--- src/rtl/rgmii_rx_inband_status.sv ---
// RGMII in-band status decoder: qualifies link/speed/duplex seen during IFG and publishes it.
// Optional saturating statistics counters when RX_INBAND_STATS_EN is defined.
module rgmii_rx_inband_status #(
   parameter int unsigned AGREE_COUNT  = 8,
   parameter int unsigned STALE_CYCLES = 125000,
   parameter int unsigned STALE_BITS   = $clog2(STALE_CYCLES + 1)
) (
   input  logic        clk,
   input  logic        reset_n,
   input  logic        rx_dv,
   input  logic        rx_er,
   input  logic [3:0]  rxd,
   output logic        rx_speed_10,
   output logic        rx_speed_100,
   output logic        rx_speed_1000,
   output logic        rx_link_up,
   output logic        rx_full_duplex,
   output logic        status_valid,
   output logic        status_change
`ifdef RX_INBAND_STATS_EN
   ,
   output logic [15:0] commit_count,
   output logic [15:0] reserved_count,
   output logic [15:0] false_carrier_count
`endif
);

   localparam int unsigned CNT_W = $clog2(AGREE_COUNT + 1);
   localparam int unsigned WD_W  = (STALE_BITS > 0) ? STALE_BITS : 1;
   localparam logic [CNT_W-1:0] AGREE_LAST = CNT_W'(AGREE_COUNT - 1);
   localparam logic [CNT_W-1:0] AGREE_FULL = CNT_W'(AGREE_COUNT);
   localparam logic [WD_W-1:0]  WD_LIMIT   = WD_W'(STALE_CYCLES);

   typedef enum logic [1:0] {S_ACQUIRE, S_QUALIFY, S_LOCKED} state_t;

   logic             r_dv, r_er;
   logic [3:0]       r_rxd;
   state_t           r_state, w_state_nx;
   logic [4:0]       r_cand, w_cand_nx;
   logic [CNT_W-1:0] r_cnt, w_cnt_nx;
   logic [WD_W-1:0]  r_wd, w_wd_nx;
   logic [2:0]       r_spd, w_spd_nx;
   logic             r_link, w_link_nx;
   logic             r_dup, w_dup_nx;
   logic             r_valid, w_valid_nx;
   logic             r_chg, w_chg_nx;

   logic             w_stat, w_fc, w_rej, w_good;
   logic [2:0]       w_spd;
   logic [4:0]       w_smp, w_cmt;

   // Tuples are {duplex, link, one-hot speed}; reserved link-down keeps committed speed.
   always_comb begin
      w_stat = !r_dv && !r_er;
      w_fc   = !r_dv && r_er;
      w_rej  = w_stat && (r_rxd[2:1] == 2'b11) && r_rxd[0];
      w_good = w_stat && !w_rej;
      unique case (r_rxd[2:1])
         2'b00:   w_spd = 3'b001;
         2'b01:   w_spd = 3'b010;
         2'b10:   w_spd = 3'b100;
         default: w_spd = r_spd;
      endcase
      w_smp = {r_rxd[3], r_rxd[0], w_spd};
      w_cmt = {r_dup, r_link, r_spd};
   end

   always_comb begin
      w_state_nx = r_state;
      w_cand_nx  = r_cand;
      w_cnt_nx   = r_cnt;
      w_wd_nx    = r_wd;
      w_spd_nx   = r_spd;
      w_link_nx  = r_link;
      w_dup_nx   = r_dup;
      w_valid_nx = r_valid;
      w_chg_nx   = 1'b0;
      if (w_good) begin
         w_wd_nx = '0;
         unique case (r_state)
            S_ACQUIRE: begin
               w_cand_nx  = w_smp;
               w_cnt_nx   = CNT_W'(1);
               w_state_nx = S_QUALIFY;
            end
            S_QUALIFY: begin
               if (w_smp == r_cand) begin
                  if (r_cnt >= AGREE_LAST) begin
                     w_cnt_nx   = AGREE_FULL;
                     w_state_nx = S_LOCKED;
                     w_spd_nx   = w_smp[2:0];
                     w_link_nx  = w_smp[3];
                     w_dup_nx   = w_smp[4];
                     w_valid_nx = 1'b1;
                     w_chg_nx   = (w_smp != w_cmt) || !r_valid;
                  end else begin
                     w_cnt_nx = r_cnt + 1'b1;
                  end
               end else begin
                  w_cand_nx = w_smp;
                  w_cnt_nx  = CNT_W'(1);
               end
            end
            S_LOCKED: begin
               if (w_smp != w_cmt) begin
                  w_cand_nx  = w_smp;
                  w_cnt_nx   = CNT_W'(1);
                  w_state_nx = S_QUALIFY;
               end
            end
            default: w_state_nx = S_ACQUIRE;
         endcase
      end else begin
         if (w_fc || w_rej) begin
            w_cnt_nx   = '0;
            w_state_nx = S_ACQUIRE;
         end
         if ((STALE_CYCLES != 0) && (r_wd != WD_LIMIT)) begin
            w_wd_nx = r_wd + 1'b1;
            if (w_wd_nx == WD_LIMIT) begin
               w_link_nx  = 1'b0;
               w_valid_nx = 1'b0;
               w_cnt_nx   = '0;
               w_state_nx = S_ACQUIRE;
               w_chg_nx   = r_link;
            end
         end
      end
   end

   always_ff @(posedge clk or negedge reset_n) begin
      if (!reset_n) begin
         r_dv    <= 1'b0;
         r_er    <= 1'b0;
         r_rxd   <= '0;
         r_state <= S_ACQUIRE;
         r_cand  <= '0;
         r_cnt   <= '0;
         r_wd    <= '0;
         r_spd   <= '0;
         r_link  <= 1'b0;
         r_dup   <= 1'b0;
         r_valid <= 1'b0;
         r_chg   <= 1'b0;
      end else begin
         r_dv    <= rx_dv;
         r_er    <= rx_er;
         r_rxd   <= rxd;
         r_state <= w_state_nx;
         r_cand  <= w_cand_nx;
         r_cnt   <= w_cnt_nx;
         r_wd    <= w_wd_nx;
         r_spd   <= w_spd_nx;
         r_link  <= w_link_nx;
         r_dup   <= w_dup_nx;
         r_valid <= w_valid_nx;
         r_chg   <= w_chg_nx;
      end
   end

   assign rx_speed_10    = r_spd[0];
   assign rx_speed_100   = r_spd[1];
   assign rx_speed_1000  = r_spd[2];
   assign rx_link_up     = r_link;
   assign rx_full_duplex = r_dup;
   assign status_valid   = r_valid;
   assign status_change  = r_chg;

`ifdef RX_INBAND_STATS_EN
   logic [15:0] r_commit_cnt, r_rsv_cnt, r_fc_cnt;
   logic        w_commit;

   // Only a commit can move the FSM into S_LOCKED from another state.
   assign w_commit = (w_state_nx == S_LOCKED) && (r_state != S_LOCKED);

   always_ff @(posedge clk or negedge reset_n) begin
      if (!reset_n) begin
         r_commit_cnt <= '0;
         r_rsv_cnt    <= '0;
         r_fc_cnt     <= '0;
      end else begin
         if (w_commit && (r_commit_cnt != '1)) r_commit_cnt <= r_commit_cnt + 1'b1;
         if (w_rej && (r_rsv_cnt != '1))       r_rsv_cnt    <= r_rsv_cnt + 1'b1;
         if (w_fc && (r_fc_cnt != '1))         r_fc_cnt     <= r_fc_cnt + 1'b1;
      end
   end

   assign commit_count        = r_commit_cnt;
   assign reserved_count      = r_rsv_cnt;
   assign false_carrier_count = r_fc_cnt;
`endif

endmodule

--- config.mk ---
export PLATFORM = sky130hd
export DESIGN_NAME = rgmii_rx_inband_status
export DESIGN_NICKNAME = d
export VERILOG_FILES = /design/src/rtl/rgmii_rx_inband_status.sv
export SDC_FILE = /design/constraint.sdc
export NUM_CORES = 1
export LEC_CHECK = 0
export BUFFER_PORTS_ARGS = -buffer_cell sky130_fd_sc_hd__buf_2
export CORE_MARGIN = 2
export CORE_UTILIZATION = 45
export CTS_BUF_LIST = sky130_fd_sc_hd__clkbuf_2 sky130_fd_sc_hd__clkbuf_4 sky130_fd_sc_hd__clkbuf_8
export DETAILED_ROUTE_END_ITERATION = 6
export PLACE_DENSITY_LB_ADDON = 0.25
export SLEW_MARGIN = 20
export SYNTH_ARGS = -nofsm -noshare
export SYNTH_HDL_FRONTEND = slang
export SYNTH_SLANG_ARGS = --single-unit
--- constraint.sdc ---
create_clock -name clk -period 3.05 [get_ports clk]
set_clock_uncertainty 0.2 [all_clocks]
set_input_delay 0.61 -clock clk [delete_from_list [all_inputs] [get_ports clk]]
set_output_delay 0.61 -clock clk [all_outputs]
set_load 0.05 [all_outputs]
==> flow_summary.toml <==
[logic_synthesis]
area_of_the_mapped_netlist_mm2 = 0.00251
synth_top_flop_cell = "sky130_fd_sc_hd__dfrtp_1"
proportion_of_synthesized_flip_flops_having_asynchronous_set_or_reset_pct = 100
ys_ff_latch = 41
synth_area_per_cell_um2 = 9.29
post_synth_main_area_contributors = "sky130_fd_sc_hd__dfrtp_1 41%, sky130_fd_sc_hd__xor2_1 5.2%, sky130_fd_sc_hd__nor2_1 4.5%"
synthDominantAreaCellType = "sky130_fd_sc_hd__dfrtp_1"
synth_top_cell_area_share_pct = 40.9
post_synth_num_cell_types = 57
synth_cells = 270
synth.yosys.seq_area_share_pct = 40.9
mappedNetlistNets = 282
synth_edf_count = 0
synth_warnings = 0

[cts]
number_of_resized_instances_in_the_post_cts_repair_step = 0
cts_inserted_buffers = 5
ctsHtreeMaxLevel = 2
clkSinkCount = 41
worst_setup_hold_path_clk_slew_ps = 80
cts_tree = "yes"
cts_hold_buf = 0
worst_skew_pair.late_latency_ps = 300
post_cts_buffers = 0
clock_tree.root_cell = "sky130_fd_sc_hd__clkbuf_8"
cts.path.max_buffers = 2

[final_layout]
utilization_pct = 51.0
fin_nets = 293
insertedDiodeCount = 0
area_growth_syn_to_layout_pct = 10.5
final_cell_area_mm2 = 0.00277
drive_above_1_share_pct = 13.1

[floorplan]
design.die.area_mm2 = 0.00619
die_wd_um = 78.6
fp.coreArea_mm2 = 0.00544
count_of_boundary_i_o_pins = 15
start_util_pct = 46.1
core.rowCount = 27
floorplan.die.height_um = 78.6

[placement]
place.detailed.hpwl_mm = 3.82
globalplace.congestion = 0.864
preCtsSetupSlack_ps = 403
placed_cell_area_mm2 = 0.00264
io_buffer_count = 14

[route]
drcViolationCount = 0
routedLengthMet1_mm = 2.68
firstDrtPassIters = 5
wl_met3_um = 285
first_iter_violations = 149
ant_nets = 0
route.top_layer_used = "met4"
vias = 1992
met2RoutedLength_mm = 2.31
routed_wire_length_per_instance_um = 15.1
totalWireLength_mm = 5.36
detail_route.vias_per_cell = 5.63

[sta]
fmaxAchievable_ghz = 0.375
final_min_period_over_clock_period_pct = 87.4
final.hold.worst_slack_ps = 208
max_slew.worst_pin.slew_ps = 896
final-setup-viol-count = 0
rsz_0062_raised_after_global_routing = "no"
finalWorstSetupSlack_ps = 383
timing.final.crit_period_ps = 2670
tns_setup_ps = 0
drv_slew = 0
timing.final.hold_violations = 0
max-slew-margin-rel_pct = 40.3

[global_route]
pin_count_of_the_biggest_net_entering_global_routing = 42
grt_resource_usage_total_pct = 18.5
grt_first_pass_wirelength_mm = 8.74
total_grt_overflow = 0
initial_antenna_violation_count = 0
grt_pass1_vias = 1775

[worst_setup_path]
timing_worst_setup_path_type = "register to register"
setup.worst_path.end_class = "register"
crit_path_max_fanout = 8
crit_arrival_ps = 2630
worst_setup_path_start_kind = "register"
timing.critical_path.required_ps = 3020

[run_status]
run_status = "finished clean"

[power_and_ir_drop]
irDropWorstVdd_uv = 271
power.static_leakage_uw = 0.00123
p_per_area_mw_per_mm2 = 498

[hold_path]
worst_min_path_class = "input port to register"

[flow_run]
drv.max_cap_violation_count = 0
==> report_power, final <==
part / switching (uW) / internal (uW)
Clock: 198 / 325
Combinational: 107 / 93.6
Sequential: 71.2 / 584
Total: 377 / 1000
==> metrics by stage <==
stage          cells  total power, uW
4_1_cts          354             1400
3_3_place_gp     346              857
6_report         354             1380
5_1_grt          354             1450
3_5_place_dp     346              863
2_1_floorplan    270              808
==> path summary, 6_finish.rpt <==
check / start / endpoint / slack, ps / cells past startpoint
max in group asynchronous: reset_n / r_state[0] / 1860 / 1
worst min-delay path: rxd[2] / r_rxd[2] / 210 / 1
min in group asynchronous: reset_n / r_wd[3] / 230 / 1
worst min register to register: r_cand[4] / r_cand[4] / 350 / 1
worst max-delay path: r_wd[0] / r_state[0] / 380 / 7
worst max register to register: r_wd[0] / r_state[0] / 380 / 7
==> cells in the mapped netlist (3+ instances only) <==
cell / instances
sky130_fd_sc_hd__dfrtp_1: 41
sky130_fd_sc_hd__nor2_1: 30
sky130_fd_sc_hd__nand2_1: 23
sky130_fd_sc_hd__xor2_1: 15
sky130_fd_sc_hd__inv_1: 11
sky130_fd_sc_hd__nand3_1: 10
sky130_fd_sc_hd__o21ai_0: 10
sky130_fd_sc_hd__a21oi_1: 9
sky130_fd_sc_hd__clkbuf_1: 9
sky130_fd_sc_hd__nand4_1: 9
sky130_fd_sc_hd__xnor2_1: 9
sky130_fd_sc_hd__and4_1: 6
sky130_fd_sc_hd__nor3_1: 6
sky130_fd_sc_hd__nand2b_1: 5
sky130_fd_sc_hd__nor2b_1: 5
sky130_fd_sc_hd__and3_1: 4
sky130_fd_sc_hd__ha_1: 4
sky130_fd_sc_hd__a31oi_1: 3
sky130_fd_sc_hd__buf_2: 3
sky130_fd_sc_hd__mux2_4: 3
sky130_fd_sc_hd__mux2i_1: 3
sky130_fd_sc_hd__o211ai_1: 3
sky130_fd_sc_hd__o21a_1: 3
==> registers in the layout, summed over array words and instances (netlist names) <==
signal,count
status_change,1
r_dv,1
r_cand,5
rx_link_up,1
r_rxd,4
r_spd,3
r_er,1
r_cnt,4
status_valid,1
r_wd,17
rx_full_duplex,1
r_state,2
==> layout make-up <==
class	instances	area [um2]
Clock buffer	5	68.8
Clock inverter	3	65.1
Fill cell	502	2670
Timing Repair Buffer	17	92.6
Sequential cell	41	1030
Tap cell	72	90.1
Multi-Input combinational cell	205	1390
Inverter	11	41.3
==> critical path: stages, from the launching register on <==
cell and delay [ps]:
sky130_fd_sc_hd__dfrtp_1 480, sky130_fd_sc_hd__ha_1 320, sky130_fd_sc_hd__and3_1 310, sky130_fd_sc_hd__o221ai_1 170, sky130_fd_sc_hd__nor4_1 310, sky130_fd_sc_hd__nand4_1 210, sky130_fd_sc_hd__o31ai_1 420, sky130_fd_sc_hd__o211ai_1 130
==> layer usage <==
| metal | GRT usage (%) | vias up |
|---|---|---|
| li1 | - | 984 |
| met1 | 27.0 | 947 |
| met2 | 26.6 | 54 |
| met3 | 3.68 | 7 |
| met4 | 7.72 | 0 |
| met5 | 0 | - |
==> placed cells by master (no fill, tap or decap), types with 3 or more instances in the layout <==
master and count:
sky130_fd_sc_hd__dfrtp_1 41, sky130_fd_sc_hd__nor2_1 30, sky130_fd_sc_hd__nand2_1 23, sky130_fd_sc_hd__xor2_1 15, sky130_fd_sc_hd__buf_2 14, sky130_fd_sc_hd__inv_1 11, sky130_fd_sc_hd__nand3_1 10, sky130_fd_sc_hd__o21ai_0 10
sky130_fd_sc_hd__xnor2_1 9, sky130_fd_sc_hd__nand4_1 9, sky130_fd_sc_hd__a21oi_1 9, sky130_fd_sc_hd__and4_1 6, sky130_fd_sc_hd__nor3_1 6, sky130_fd_sc_hd__nor2b_1 5, sky130_fd_sc_hd__nand2b_1 5, sky130_fd_sc_hd__clkbuf_8 5
sky130_fd_sc_hd__and3_1 4, sky130_fd_sc_hd__ha_1 4, sky130_fd_sc_hd__o21a_1 3, sky130_fd_sc_hd__mux2i_1 3, sky130_fd_sc_hd__a31oi_1 3, sky130_fd_sc_hd__mux2_4 3, sky130_fd_sc_hd__o211ai_1 3, sky130_fd_sc_hd__buf_4 3
==> cell families (layout without fill, tap and decap cells) <==
| family | count (synthesis) | after routing | synth area share [%] |
|---|---|---|---|
| mux | 8 | 8 | 3.89 |
| xor+xnor | 24 | 24 | 8.38 |
| fa+ha+maj | 4 | 4 | 2.00 |
| buf+inv | 24 | 36 | 3.74 |
| compound gates | 52 | 52 | 15.8 |
| simple gates | 117 | 117 | 25.2 |
| flops | 41 | 41 | 40.9 |
Power figures use the tool's default switching activity.
